--- src/rtl/axi_bridge_pkg.sv ---
// Shared register map, response codes and FSM state types for the AXI-to-stream bridge.
package axi_bridge_pkg;

    localparam logic [7:0] OFF_CTRL     = 8'h00;
    localparam logic [7:0] OFF_DATA_IN  = 8'h04;
    localparam logic [7:0] OFF_DATA_OUT = 8'h08;
    localparam logic [7:0] OFF_STATUS   = 8'h0C;
    localparam logic [7:0] OFF_IRQ_CLR  = 8'h10;

    localparam logic [1:0] RESP_OKAY   = 2'b00;
    localparam logic [1:0] RESP_SLVERR = 2'b10;

    typedef enum logic [1:0] {
        W_IDLE,
        W_DATA,
        W_RESP
    } wstate_e;

    typedef enum logic {
        R_IDLE,
        R_DATA
    } rstate_e;

    function automatic logic wr_ok(input logic [7:0] off);
        return (off == OFF_CTRL) || (off == OFF_DATA_IN) || (off == OFF_IRQ_CLR);
    endfunction

    // Write-only registers read back as unmapped.
    function automatic logic rd_ok(input logic [7:0] off);
        return (off == OFF_CTRL) || (off == OFF_DATA_OUT) || (off == OFF_STATUS);
    endfunction

endpackage

--- src/rtl/sync_fifo.sv ---
// Single-clock FIFO, combinational head, occupancy count.
// A pop frees its slot in the same cycle, so push+pop while full is accepted.
module sync_fifo #(
    parameter int WIDTH = 32,
    parameter int DEPTH = 16,
    localparam int AW = $clog2(DEPTH),
    localparam int CW = $clog2(DEPTH + 1)
) (
    input  logic             clk_i,
    input  logic             rst_i,
    input  logic             push_i,
    input  logic [WIDTH-1:0] wdata_i,
    input  logic             pop_i,
    output logic [WIDTH-1:0] rdata_o,
    output logic             full_o,
    output logic             empty_o,
    output logic [CW-1:0]    count_o
);

    logic [WIDTH-1:0] mem_q [DEPTH];
    logic [AW-1:0]    wr_ptr_q;
    logic [AW-1:0]    rd_ptr_q;
    logic [CW-1:0]    count_q;
    logic             do_push;
    logic             do_pop;

    assign empty_o = (count_q == '0);
    assign full_o  = (count_q == CW'(DEPTH));
    assign count_o = count_q;
    assign rdata_o = mem_q[rd_ptr_q];
    assign do_pop  = pop_i && !empty_o;
    assign do_push = push_i && (!full_o || do_pop);

    always_ff @(posedge clk_i or posedge rst_i) begin
        if (rst_i) begin
            wr_ptr_q <= '0;
            rd_ptr_q <= '0;
            count_q  <= '0;
        end else begin
            if (do_push) begin
                wr_ptr_q <= wr_ptr_q + AW'(1);
            end
            if (do_pop) begin
                rd_ptr_q <= rd_ptr_q + AW'(1);
            end
            case ({do_push, do_pop})
                2'b10:   count_q <= count_q + CW'(1);
                2'b01:   count_q <= count_q - CW'(1);
                default: count_q <= count_q;
            endcase
        end
    end

    always_ff @(posedge clk_i) begin
        if (do_push) begin
            mem_q[wr_ptr_q] <= wdata_i;
        end
    end

endmodule

--- src/rtl/axi_stream_bridge.sv ---
// AXI slave exposing CTRL/STATUS/IRQ registers plus FIFO-backed input and output streams to a core.
// Independent read and write FSMs; bursts never advance the captured register offset.
module axi_stream_bridge
    import axi_bridge_pkg::*;
#(
    parameter int DATA_W    = 32,
    parameter int ID_W      = 8,
    parameter int LEN_W     = 4,
    parameter int IN_DEPTH  = 16,
    parameter int OUT_DEPTH = 16
) (
    input  logic                ACLK,
    input  logic                ARESET,
    input  logic [ID_W-1:0]     AWID,
    input  logic [31:0]         AWADDR,
    input  logic [LEN_W-1:0]    AWLEN,
    input  logic [2:0]          AWSIZE,
    input  logic [1:0]          AWBURST,
    input  logic                AWVALID,
    output logic                AWREADY,
    input  logic [DATA_W-1:0]   WDATA,
    input  logic [DATA_W/8-1:0] WSTRB,
    input  logic                WLAST,
    input  logic                WVALID,
    output logic                WREADY,
    output logic [ID_W-1:0]     BID,
    output logic [1:0]          BRESP,
    output logic                BVALID,
    input  logic                BREADY,
    input  logic [ID_W-1:0]     ARID,
    input  logic [31:0]         ARADDR,
    input  logic [LEN_W-1:0]    ARLEN,
    input  logic [2:0]          ARSIZE,
    input  logic [1:0]          ARBURST,
    input  logic                ARVALID,
    output logic                ARREADY,
    output logic [ID_W-1:0]     RID,
    output logic [DATA_W-1:0]   RDATA,
    output logic [1:0]          RRESP,
    output logic                RLAST,
    output logic                RVALID,
    input  logic                RREADY,
    output logic [DATA_W-1:0]   in_data_o,
    output logic                in_valid_o,
    input  logic                in_ready_i,
    input  logic [DATA_W-1:0]   out_data_i,
    input  logic                out_valid_i,
    output logic                out_ready_o,
    output logic [DATA_W-1:0]   cfg_o,
    input  logic                done_i,
    output logic                irq_o
);

    localparam int STRB_W = DATA_W / 8;
    localparam int IN_CW  = $clog2(IN_DEPTH + 1);
    localparam int OUT_CW = $clog2(OUT_DEPTH + 1);

    wstate_e            wstate_q, wstate_d;
    logic [ID_W-1:0]    awid_q, awid_d;
    logic [7:0]         waddr_q, waddr_d;
    logic [LEN_W-1:0]   awlen_q, awlen_d;
    logic [LEN_W-1:0]   wcnt_q, wcnt_d;
    logic               werr_q, werr_d;

    rstate_e            rstate_q, rstate_d;
    logic [ID_W-1:0]    arid_q, arid_d;
    logic [7:0]         raddr_q, raddr_d;
    logic [LEN_W-1:0]   arlen_q, arlen_d;
    logic [LEN_W-1:0]   rcnt_q, rcnt_d;

    logic [DATA_W-1:0]  ctrl_q, ctrl_d;
    logic               irq_q, irq_d;

    logic               aw_hs, w_hs, ar_hs, r_hs;
    logic               w_last_beat;
    logic               in_push, in_pop, in_full, in_empty;
    logic [DATA_W-1:0]  in_head;
    logic [IN_CW-1:0]   in_count;
    logic               out_push, out_pop, out_full, out_empty;
    logic [DATA_W-1:0]  out_head;
    logic [OUT_CW-1:0]  out_count;
    logic [DATA_W-1:0]  status;
    logic               unused_ok;

    assign unused_ok = ^{AWADDR[31:8], AWSIZE, AWBURST, ARADDR[31:8], ARSIZE, ARBURST};

    // Readies are held low while reset is asserted so no handshake can be seen mid-reset.
    assign AWREADY = (wstate_q == W_IDLE) && !ARESET;
    assign WREADY  = (wstate_q == W_DATA) && ((waddr_q == OFF_DATA_IN) ? !in_full : 1'b1);
    assign BVALID  = (wstate_q == W_RESP);
    assign BID     = awid_q;
    assign BRESP   = (BVALID && (werr_q || !wr_ok(waddr_q))) ? RESP_SLVERR : RESP_OKAY;

    assign aw_hs       = AWVALID && AWREADY;
    assign w_hs        = WVALID && WREADY;
    assign w_last_beat = (wcnt_q == awlen_q);

    always_comb begin
        wstate_d = wstate_q;
        awid_d   = awid_q;
        waddr_d  = waddr_q;
        awlen_d  = awlen_q;
        wcnt_d   = wcnt_q;
        werr_d   = werr_q;
        case (wstate_q)
            W_IDLE: begin
                if (aw_hs) begin
                    awid_d   = AWID;
                    waddr_d  = AWADDR[7:0];
                    awlen_d  = AWLEN;
                    wcnt_d   = '0;
                    werr_d   = 1'b0;
                    wstate_d = W_DATA;
                end
            end
            W_DATA: begin
                if (w_hs) begin
                    if (WLAST != w_last_beat) begin
                        werr_d = 1'b1;
                    end
                    wcnt_d = wcnt_q + LEN_W'(1);
                    if (w_last_beat) begin
                        wstate_d = W_RESP;
                    end
                end
            end
            W_RESP: begin
                if (BREADY) begin
                    wstate_d = W_IDLE;
                end
            end
            default: wstate_d = W_IDLE;
        endcase
    end

    // done_i is applied last so a coincident set beats the clear.
    always_comb begin
        ctrl_d = ctrl_q;
        irq_d  = irq_q;
        if (w_hs && (waddr_q == OFF_CTRL)) begin
            for (int b = 0; b < STRB_W; b++) begin
                if (WSTRB[b]) begin
                    ctrl_d[8*b +: 8] = WDATA[8*b +: 8];
                end
            end
        end
        if (w_hs && (waddr_q == OFF_IRQ_CLR) && WDATA[0]) begin
            irq_d = 1'b0;
        end
        if (done_i) begin
            irq_d = 1'b1;
        end
    end

    assign ARREADY = (rstate_q == R_IDLE) && !ARESET;
    assign RVALID  = (rstate_q == R_DATA) && ((raddr_q == OFF_DATA_OUT) ? !out_empty : 1'b1);
    assign RID     = arid_q;
    assign RLAST   = RVALID && (rcnt_q == arlen_q);
    assign RRESP   = (RVALID && !rd_ok(raddr_q)) ? RESP_SLVERR : RESP_OKAY;

    assign ar_hs = ARVALID && ARREADY;
    assign r_hs  = RVALID && RREADY;

    always_comb begin
        status        = '0;
        status[7:0]   = 8'(in_count);
        status[15:8]  = 8'(out_count);
        status[31]    = irq_q;
    end

    always_comb begin
        RDATA = '0;
        if (RVALID) begin
            case (raddr_q)
                OFF_CTRL:     RDATA = ctrl_q;
                OFF_DATA_OUT: RDATA = out_head;
                OFF_STATUS:   RDATA = status;
                default:      RDATA = '0;
            endcase
        end
    end

    always_comb begin
        rstate_d = rstate_q;
        arid_d   = arid_q;
        raddr_d  = raddr_q;
        arlen_d  = arlen_q;
        rcnt_d   = rcnt_q;
        case (rstate_q)
            R_IDLE: begin
                if (ar_hs) begin
                    arid_d   = ARID;
                    raddr_d  = ARADDR[7:0];
                    arlen_d  = ARLEN;
                    rcnt_d   = '0;
                    rstate_d = R_DATA;
                end
            end
            R_DATA: begin
                if (r_hs) begin
                    rcnt_d = rcnt_q + LEN_W'(1);
                    if (rcnt_q == arlen_q) begin
                        rstate_d = R_IDLE;
                    end
                end
            end
            default: rstate_d = R_IDLE;
        endcase
    end

    always_ff @(posedge ACLK or posedge ARESET) begin
        if (ARESET) begin
            wstate_q <= W_IDLE;
            awid_q   <= '0;
            waddr_q  <= '0;
            awlen_q  <= '0;
            wcnt_q   <= '0;
            werr_q   <= 1'b0;
            rstate_q <= R_IDLE;
            arid_q   <= '0;
            raddr_q  <= '0;
            arlen_q  <= '0;
            rcnt_q   <= '0;
            ctrl_q   <= '0;
            irq_q    <= 1'b0;
        end else begin
            wstate_q <= wstate_d;
            awid_q   <= awid_d;
            waddr_q  <= waddr_d;
            awlen_q  <= awlen_d;
            wcnt_q   <= wcnt_d;
            werr_q   <= werr_d;
            rstate_q <= rstate_d;
            arid_q   <= arid_d;
            raddr_q  <= raddr_d;
            arlen_q  <= arlen_d;
            rcnt_q   <= rcnt_d;
            ctrl_q   <= ctrl_d;
            irq_q    <= irq_d;
        end
    end

    assign in_push    = w_hs && (waddr_q == OFF_DATA_IN);
    assign in_pop     = in_valid_o && in_ready_i;
    assign in_valid_o = !in_empty;
    assign in_data_o  = in_empty ? '0 : in_head;

    assign out_ready_o = !out_full;
    assign out_push    = out_valid_i && out_ready_o;
    assign out_pop     = r_hs && (raddr_q == OFF_DATA_OUT);

    assign cfg_o = ctrl_q;
    assign irq_o = irq_q;

    sync_fifo #(
        .WIDTH (DATA_W),
        .DEPTH (IN_DEPTH)
    ) u_in_fifo (
        .clk_i   (ACLK),
        .rst_i   (ARESET),
        .push_i  (in_push),
        .wdata_i (WDATA),
        .pop_i   (in_pop),
        .rdata_o (in_head),
        .full_o  (in_full),
        .empty_o (in_empty),
        .count_o (in_count)
    );

    sync_fifo #(
        .WIDTH (DATA_W),
        .DEPTH (OUT_DEPTH)
    ) u_out_fifo (
        .clk_i   (ACLK),
        .rst_i   (ARESET),
        .push_i  (out_push),
        .wdata_i (out_data_i),
        .pop_i   (out_pop),
        .rdata_o (out_head),
        .full_o  (out_full),
        .empty_o (out_empty),
        .count_o (out_count)
    );

endmodule

--- config.mk ---
export PLATFORM = sky130hd
export DESIGN_NAME = axi_stream_bridge
export DESIGN_NICKNAME = d
export VERILOG_FILES = /design/src/rtl/axi_bridge_pkg.sv /design/src/rtl/sync_fifo.sv /design/src/rtl/axi_stream_bridge.sv
export SDC_FILE = /design/constraint.sdc
export NUM_CORES = 1
export LEC_CHECK = 0
export CORE_UTILIZATION = 34
export DETAILED_ROUTE_END_ITERATION = 8
export PLACE_DENSITY = 0.49
export SYNTH_ARGS = -nofsm -noshare
export SYNTH_HDL_FRONTEND = slang
export SYNTH_SLANG_ARGS = --single-unit
--- constraint.sdc ---
create_clock -name ACLK -period 15.25 [get_ports ACLK]
set_input_delay 3.05 -clock ACLK [delete_from_list [all_inputs] [get_ports ACLK]]
set_output_delay 3.05 -clock ACLK [all_outputs]
set_load 0.02 [all_outputs]
==> results.json <==
{
  "status": "finished, final reports clean",
  "ctsHoldBuffers": 0,
  "yosys.area_share.simple_pct": 2.804,
  "synth_largest_area_cell": "edfxtp_1",
  "worst_pin_slew_ns": 1.204,
  "synthAdderAreaFrac_pct": 0.5092,
  "period_minus_slack_ns": 7.734,
  "syn_area_um2": 44230,
  "yosys_warnings": 0,
  "die_y_um": 362.7,
  "mostFrequentLayoutCell": "edfxtp_1",
  "initial_core_util_pct": 34.46,
  "setup.worst_path.class": "register to output pin",
  "synth_enable_flop_cells": 1024,
  "cts_root_buf": "clkbuf_16",
  "ys_types": 58,
  "timing.final.crit_share_pct": 50.72,
  "synth-seq-area-share_pct": 75.81,
  "final_cell_area_um2": 52740,
  "hp-start": "raddr_q[4]",
  "dpl-instance-area_um2": 48890,
  "layout_common_cells": "1,024 x edfxtp_1, 256 x mux4_2, 241 x clkdlybuf4s50_1",
  "drv_cap": 0,
  "clock-sinks": 1135,
  "drc": 0,
  "htree_levels": 3,
  "post_cts_buffers": 0,
  "grt_pass1_vias": 23091,
  "cts_buffers": 118,
  "top_layer": "met5",
  "finalWorstSetupSlack_ns": 7.516,
  "setup_viol": 0,
  "rows": 131,
  "maxSlewViolCount": 0,
  "grtUsageTotal_pct": 18.12,
  "powerDensity_nw_per_um2": 173.9,
  "synth_compound_gate_area_share_pct": 2.529,
  "cp_max_fo": 54,
  "syn_inst": 2131,
  "cts_tree": "yes",
  "worstSetupEndpointType": "output pin",
  "core_um2": 128300,
  "power.leakage_nw": 17.44,
  "power_mw": 9.172,
  "ioPinCount": 302,
  "clk_path_buf_depth": 3,
  "ys.flop_type": "edfxtp_1",
  "drt_first_pass_iters": 5,
  "synth_mux_area_share_pct": 16.38,
  "rsz0062_at_grt": "no",
  "synth_top_area_share_pct": 69.53,
  "rr_startpoint": "u_out_fifo.count_o[1]",
  "route.met3.wl_um": 6884,
  "dp_slack_ns": 7.646,
  "die_w_um": 362.7,
  "die_area_um2": 131500,
  "avgRoutedWirePerCell_um": 27.88,
  "clk-insertion-delay-late_ns": 0.70,
  "syn_avg_cell_area_um2": 20.75,
  "finalSetupTns_ns": 0,
  "cts_resized": 0,
  "gp_congestion": 0.7596,
  "slew_headroom_pct": 19.71,
  "startpoint": "u_out_fifo.rd_ptr_q[2]",
  "worst_setup_path_start_kind": "register",
  "drive_gt1_share_pct": 22.52,
  "skew_ns": 0.02626,
  "synth-xor-area-share_pct": 0.6931,
  "hold_class": "register to register",
  "wl_met1_um": 51340,
  "clk_pin_slew_ns": 0.06,
  "grt_max_degree": 107,
  "via_count": 21843,
  "synthArstFlopShare_pct": 9.780,
  "wl_met2_um": 57940,
  "max_freq_mhz": 129.3,
  "antenna_left": 0,
  "dp.final_hpwl_um": 68720,
  "finalWirelength_um": 119000,
  "vias_per_cell": 5.119,
  "drt_iter0_drc": 2098,
  "fin_nets": 2627,
  "grt-ovfl-total": 0,
  "port_buffers": 241,
  "ir_drop_uv": 107.8,
  "synth_top_family_by_area": "multiplexers",
  "finalHoldViolCount": 0,
  "crit_required_ns": 12.20,
  "area_growth_pct": 19.25,
  "antenna_found_initial": 27,
  "ys_ff_latch": 1135,
  "synth_area_leaders": "edfxtp_1 70%, mux4_2 13%, dfrtp_1 6.3%",
  "critPathArrivalTime_ns": 4.68,
  "grt_pass1_wl_um": 169000
}
-- synth_stat cells (all sizes together) (23+ instances only) --
cell type     n
edfxtp     1024
mux4        256
nand2       151
dfrtp       111
mux2i       106
buf          65
o22ai        53
clkbuf       47
mux2         37
nor2         25
a21oi        24
a21o         23
a22oi        23
-- kinds of logic (layout without fill, tap and decap cells) --
| kind of cell | Yosys count | count (layout) |
|---|---|---|
| flip-flops | 1135 | 1135 |
| multiplexers | 399 | 399 |
| AND/OR/NAND/NOR | 255 | 255 |
| AO/OA/AOI/OAI | 163 | 163 |
| buffers and inverters | 125 | 524 |
| XOR/XNOR | 35 | 35 |
| adder cells (fa/ha/maj) | 18 | 18 |
| other | 1 | 9 |
-- layout make-up --
class,instances,area (um2)
antenna,7,17.52
clock inverter,72,646.9
tap,1729,2163
inverter,13,53.80
timing repair buffer,292,2808
multi-input combinational,872,10320
fill,11274,75600
clock buffer,147,3186
sequential,1135,33550
-- stage by stage --
stage	hold slack, ns	util, %	cells
after global placement	0.4648	38.10	4041
final	0.4720	41.10	4267
after detailed placement	0.4638	38.10	4041
after floorplan	0.4464	-	2132
after CTS	0.4784	41.08	4260
after global routing	0.5106	41.08	4261
-- state kept, by name (all words and copies together) (netlist names), 5 cells and up --
| signal | flops |
|---|---|
| u_out_fifo.count_o | 5 |
| u_out_fifo.mem_q | 512 |
| u_in_fifo.mem_q | 512 |
| cfg_o | 32 |
| RID | 8 |
| BID | 8 |
| waddr_q | 8 |
| raddr_q | 8 |
| u_in_fifo.count_o | 5 |
-- worst max-delay path, cell delays in order, from the launching register on --
cell and delay [ns]:
dfrtp_4 0.99, buf_4 0.79, mux4_2 0.59, a22oi_1 0.25
a21oi_1 0.33, a221o_1 0.39, clkdlybuf4s50_1 0.55
-- path summary, 6_finish.rpt --
check / slack [ns] / to / cells after the start
worst max-delay path: 7.52 / RDATA[31] / 6
worst min-delay path: 0.47 / raddr_q[4] / 2
worst max register to register: 10.98 / u_out_fifo.count_o[4] / 12
worst min register to register: 0.47 / raddr_q[4] / 2
max in group asynchronous: 10.88 / cfg_o[2] / 3
min in group asynchronous: 3.01 / RID[6] / 2
-- where the power goes --
group / total, mW / leakage, nW / internal (mW) / switching (mW)
Sequential: 3.97 / 10.6 / 3.67 / 0.305
Clock: 2.85 / 1.89 / 1.66 / 1.19
Combinational: 2.35 / 4.93 / 1.10 / 1.25
-- per-layer routing --
metal | global-route usage, % | up-vias
li1 | - | 9362
met1 | 24.51 | 11708
met2 | 29.82 | 577
met3 | 3.780 | 176
met4 | 4.459 | 20
met5 | 0 | -
Power figures use the tool's default switching activity.
